File: config.mk
export PLATFORM = sky130hd
export DESIGN_NAME = reg_select_ctrl
export DESIGN_NICKNAME = d
export VERILOG_FILES = /design/src/rtl/reg_select_ctrl.sv
export SDC_FILE = /design/constraint.sdc
export NUM_CORES = 1
export LEC_CHECK = 0
export CORE_ASPECT_RATIO = 0.6
export CORE_UTILIZATION = 45
export DETAILED_ROUTE_END_ITERATION = 12
export PLACE_DENSITY = 0.84
export SKIP_CTS_REPAIR_TIMING = 1
export SYNTH_ARGS = -nofsm -noshare
export SYNTH_HDL_FRONTEND = slang
export SYNTH_SLANG_ARGS = --single-unit
File: constraint.sdc
create_clock -name clk -period 2.37 [get_ports clk]
set_input_delay 0.474 -clock clk [delete_from_list [all_inputs] [get_ports clk]]
set_output_delay 0.474 -clock clk [all_outputs]
set_load 0.01 [all_outputs]
File: src/rtl/reg_select_ctrl.sv
// Register-select decoder: IR fields -> one-hot R/W enables, R0 base-address zero, write scoreboard.
// Latency 1 clk on every output; no backpressure, reads of busy registers are dropped and flagged via stall.
module reg_select_ctrl #(
  parameter int NREGS  = 16,
  parameter int IDX_W  = 4,
  parameter int RA_LSB = 23,
  parameter int RB_LSB = 19,
  parameter int RC_LSB = 15
) (
  input  logic             clk,
  input  logic             clr,
  input  logic [31:0]      IR,
  input  logic             IRin,
  input  logic             Gra,
  input  logic             Grb,
  input  logic             Grc,
  input  logic             Rin,
  input  logic             Rout,
  input  logic             BAout,
  input  logic             mark,
  input  logic             err_clr,
  output logic [NREGS-1:0] Rin_vec,
  output logic [NREGS-1:0] Rout_vec,
  output logic             ba_zero,
  output logic             stall,
  output logic [NREGS-1:0] busy,
  output logic             err
);

  localparam logic [NREGS-1:0] ONE = {{(NREGS-1){1'b0}}, 1'b1};

  logic [31:0]      ir_q;
  logic [IDX_W-1:0] ra_idx;
  logic [IDX_W-1:0] rb_idx;
  logic [IDX_W-1:0] rc_idx;
  logic [IDX_W-1:0] sel_idx;
  logic             sel_any;
  logic [NREGS-1:0] sel_onehot;
  logic [NREGS-1:0] ra_onehot;
  logic             sel_busy;
  logic             ba_r0;
  logic             read_req;
  logic             write_acc;

  logic [NREGS-1:0] rin_nxt;
  logic [NREGS-1:0] rout_nxt;
  logic             ba_nxt;
  logic             stall_nxt;
  logic [NREGS-1:0] busy_set;
  logic [NREGS-1:0] busy_clr;
  logic [NREGS-1:0] busy_nxt;
  logic             multi_sel;
  logic             violation;
  logic             err_nxt;

  // Only the three register fields of ir_q are decoded.
  logic ir_unused;
  assign ir_unused = ^ir_q;

  always_ff @(posedge clk or posedge clr) begin
    if (clr) begin
      ir_q <= '0;
    end else if (IRin) begin
      ir_q <= IR;
    end
  end

  assign ra_idx = ir_q[RA_LSB +: IDX_W];
  assign rb_idx = ir_q[RB_LSB +: IDX_W];
  assign rc_idx = ir_q[RC_LSB +: IDX_W];

  always_comb begin
    sel_idx = rc_idx;
    if (Gra) begin
      sel_idx = ra_idx;
    end else if (Grb) begin
      sel_idx = rb_idx;
    end
  end

  assign sel_any    = Gra | Grb | Grc;
  assign sel_onehot = ONE << sel_idx;
  assign ra_onehot  = ONE << ra_idx;
  assign sel_busy   = busy[sel_idx];
  assign read_req   = Rout | BAout;
  assign ba_r0      = BAout && (sel_idx == '0);
  assign write_acc  = sel_any & Rin;

  // Write beats read; BAout on R0 bypasses the register file so it never stalls.
  always_comb begin
    rin_nxt   = '0;
    rout_nxt  = '0;
    ba_nxt    = 1'b0;
    stall_nxt = 1'b0;
    if (sel_any) begin
      if (Rin) begin
        rin_nxt = sel_onehot;
      end else if (ba_r0) begin
        ba_nxt = 1'b1;
      end else if (read_req) begin
        if (sel_busy) begin
          stall_nxt = 1'b1;
        end else begin
          rout_nxt = sel_onehot;
        end
      end
    end
  end

  // Set is OR-ed after the clear so a same-edge mark keeps the register pending.
  always_comb begin
    busy_set = mark ? ra_onehot : '0;
    busy_clr = write_acc ? sel_onehot : '0;
    busy_nxt = (busy & ~busy_clr) | busy_set;
  end

  always_comb begin
    multi_sel = (Gra & Grb) | (Gra & Grc) | (Grb & Grc);
    violation = multi_sel | (Rin & (Rout | BAout)) | (Rout & BAout);
    err_nxt   = err;
    if (violation) begin
      err_nxt = 1'b1;
    end else if (err_clr) begin
      err_nxt = 1'b0;
    end
  end

  always_ff @(posedge clk or posedge clr) begin
    if (clr) begin
      Rin_vec  <= '0;
      Rout_vec <= '0;
      ba_zero  <= 1'b0;
      stall    <= 1'b0;
      busy     <= '0;
      err      <= 1'b0;
    end else begin
      Rin_vec  <= rin_nxt;
      Rout_vec <= rout_nxt;
      ba_zero  <= ba_nxt;
      stall    <= stall_nxt;
      busy     <= busy_nxt;
      err      <= err_nxt;
    end
  end

endmodule
==> results <==
## worst paths after layout
path,from,to,slack [ps],depth (start not counted)
max,Grb,stall,20,8
min,err,err,500,2
max reg2reg,ir_q[24],stall,240,6
min reg2reg,err,err,500,2
max in group asynchronous,clr,busy[8],1560,3
min in group asynchronous,clr,Rin_vec[9],510,3
## critical path, delay by kind of cell
family,cells,cell delay (ps)
simple gates,2,250
compound gates,3,960
mux,1,270
buf+inv,2,620
## kinds of logic after synthesis
| kind of cell | share of synthesized area |
|---|---|
| buffers and inverters | 0.03145 |
| multiplexers | 0.08478 |
| flip-flops | 0.5743 |
| adder cells (fa/ha/maj) | 0.003646 |
| AO/OA/AOI/OAI | 0.1358 |
| AND/OR/NAND/NOR | 0.1700 |
## layer usage
layer | up-vias | track usage | share of wire
li1 | 1102 | - | -
met1 | 1109 | 0.3304 | 0.44
met2 | 122 | 0.3450 | 0.44
met3 | 19 | 0.08725 | 0.11
met4 | 0 | 0.07042 | 0.020
met5 | - | 0 | 0
## registers in the layout (all words and copies together) (netlist names)
| register | flops |
|---|---|
| Rout_vec | 16 |
| err | 1 |
| ir_q | 12 |
| stall | 1 |
| Rin_vec | 16 |
| busy | 16 |
| ba_zero | 1 |
## cell usage after synthesis (all sizes together), types with 3 or more instances
library cell	n	area, sq um
a21oi	3	18.77
nand2b	5	31.28
and2	6	37.54
o21a	3	23.77
buf	7	63.81
dfrtp	63	1577
nor2	42	192.7
o31ai	3	22.52
nand3	15	75.07
nand2	17	66.32
mux2i	7	82.58
inv	4	15.01
o21ai	35	182.7
mux2	13	150.1
a221oi	4	35.03
## power groups by stage
| stage | clock [uW] | combinational (uW) | sequential (uW) |
|---|---|---|---|
| final | 762 | 1050 | 1390 |
| after global routing | 833 | 1130 | 1410 |
| after CTS | 779 | 967 | 1390 |
| after detailed placement | 0 | 961 | 1400 |
| after global placement | 0 | 936 | 1400 |
| after floorplan | 0 | 441 | 1420 |
## final cells by class
type | instances | area [sq um]
Fill cell | 457 | 1713
Sequential cell | 63 | 1577
Multi-Input combinational cell | 172 | 1129
Timing Repair Buffer | 109 | 1039
Clock buffer | 11 | 131.4
Tap cell | 80 | 100.1
Clock inverter | 5 | 25.02
Inverter | 4 | 15.01
## stage by stage
step | setup slack [ps] | cells | util | power (uW)
after global routing | -24.65 | 444 | 0.7010 | 3370
after global placement | -389.2 | 426 | 0.6621 | 2337
after detailed placement | -418.0 | 426 | 0.6621 | 2366
after CTS | -72.42 | 442 | 0.6894 | 3134
after floorplan | 322.5 | 247 | - | 1860
final | 21.29 | 444 | 0.7010 | 3204
==> impl_metrics.json <==
{
  "p_int_uw": 2154,
  "worst_path_max_delay_cell": "clkdlybuf4s50_1",
  "cts-root-buf": "clkbuf_8",
  "cts_made_buffers": 9,
  "seqPwrFrac": 0.435,
  "yosys.cell_types.count": 44,
  "synth_edf_count": 0,
  "cts_buffer_depth": 2,
  "ys.flop_type": "dfrtp_1",
  "max-slew-margin-rel": 0.6552,
  "layout_common_cells": "clkdlybuf4s50_1 (73), dfrtp_1 (63), buf_4 (33)",
  "initial_core_util": 0.4792,
  "clkTransAtPathRegs_ps": 60,
  "setup_viol": 0,
  "min_path_type": "reg -> reg",
  "ys_ff_latch": 63,
  "path_cells": "clkdlybuf4s50_1, buf_4, mux2i_4, nor2_1, a2111oi_2, a41oi_2, a32o_4, and2_1",
  "syn_inst": 247,
  "routed_wl_microns": 7054,
  "num_antenna_cells": 0,
  "syn_area_sq_um": 2745,
  "maxCapViolCount": 0,
  "timing.hold.ws_ps": 504.4,
  "drc": 0,
  "cts_tree": "yes",
  "ys_seq_area_frac": 0.5743,
  "status": "finished clean",
  "coreArea_sq_um": 5728,
  "detailed_place_hpwl_microns": 5009,
  "final_common_cell": "clkdlybuf4s50_1",
  "arrival_ps": 2590,
  "die_w_microns": 102.8,
  "slowest_delay_ps": 450,
  "slew_violations": 0,
  "cellLeakagePower_uw": 0.001716,
  "htreeDepth": 3,
  "crit_type": "in -> reg",
  "globalplace.congestion": 0.9551,
  "vias_per_cell": 5.297,
  "syn-num-nets": 290,
  "syn2layout_area_growth_pct": 46.26,
  "gr-usage-all-layers": 0.2368,
  "pin_count": 94,
  "tns_ps": 0,
  "num_rows": 21,
  "antenna_found_initial": 0,
  "firstDrtPassIters": 4,
  "final_cell_area_sq_um": 4015,
  "clkPwrFrac": 0.238,
  "first_global_vias": 2302,
  "vias": 2352,
  "grt_max_degree": 64,
  "switching_share": 0.3277,
  "placed_cell_area_sq_um": 3792,
  "p_per_area_nw_per_um2": 797.9,
  "drt_iter0_drc": 159,
  "nets": 402,
  "grt_pass1_wl_microns": 11270,
  "grt_overflow": 0,
  "tightest_slew_ps": 515.6,
  "finalHoldViolations": 0,
  "fp.dieH_microns": 62.50,
  "cp-end-kind": "flip-flop",
  "async_flop_share": 1.000,
  "rsz0062_at_grt": "true",
  "antenna_left": 0,
  "clock_sinks": 63,
  "p_sw_uw": 1050,
  "max_freq_mhz": 425.8,
  "cp.required_ps": 2610,
  "yosys_warnings": 0,
  "finalClockSkew_ps": 8.972,
  "insertion_delay_ps": 350,
  "layout_min_cycle_time_ps": 2349,
  "path_max_fanout": 9,
  "drive_above_1_share": 0.2582,
  "port_buffers": 73,
  "synth.avg_cell_area_sq_um": 11.11,
  "post-route-period-util": 0.9910,
  "peakVddDrop_mv": 0.4531,
  "wl_per_cell_microns": 15.89,
  "dieArea_sq_um": 6427,
  "startpoint_type": "input port",
  "pwr-share-comb": 0.327
}
Power figures use the tool's default switching activity.
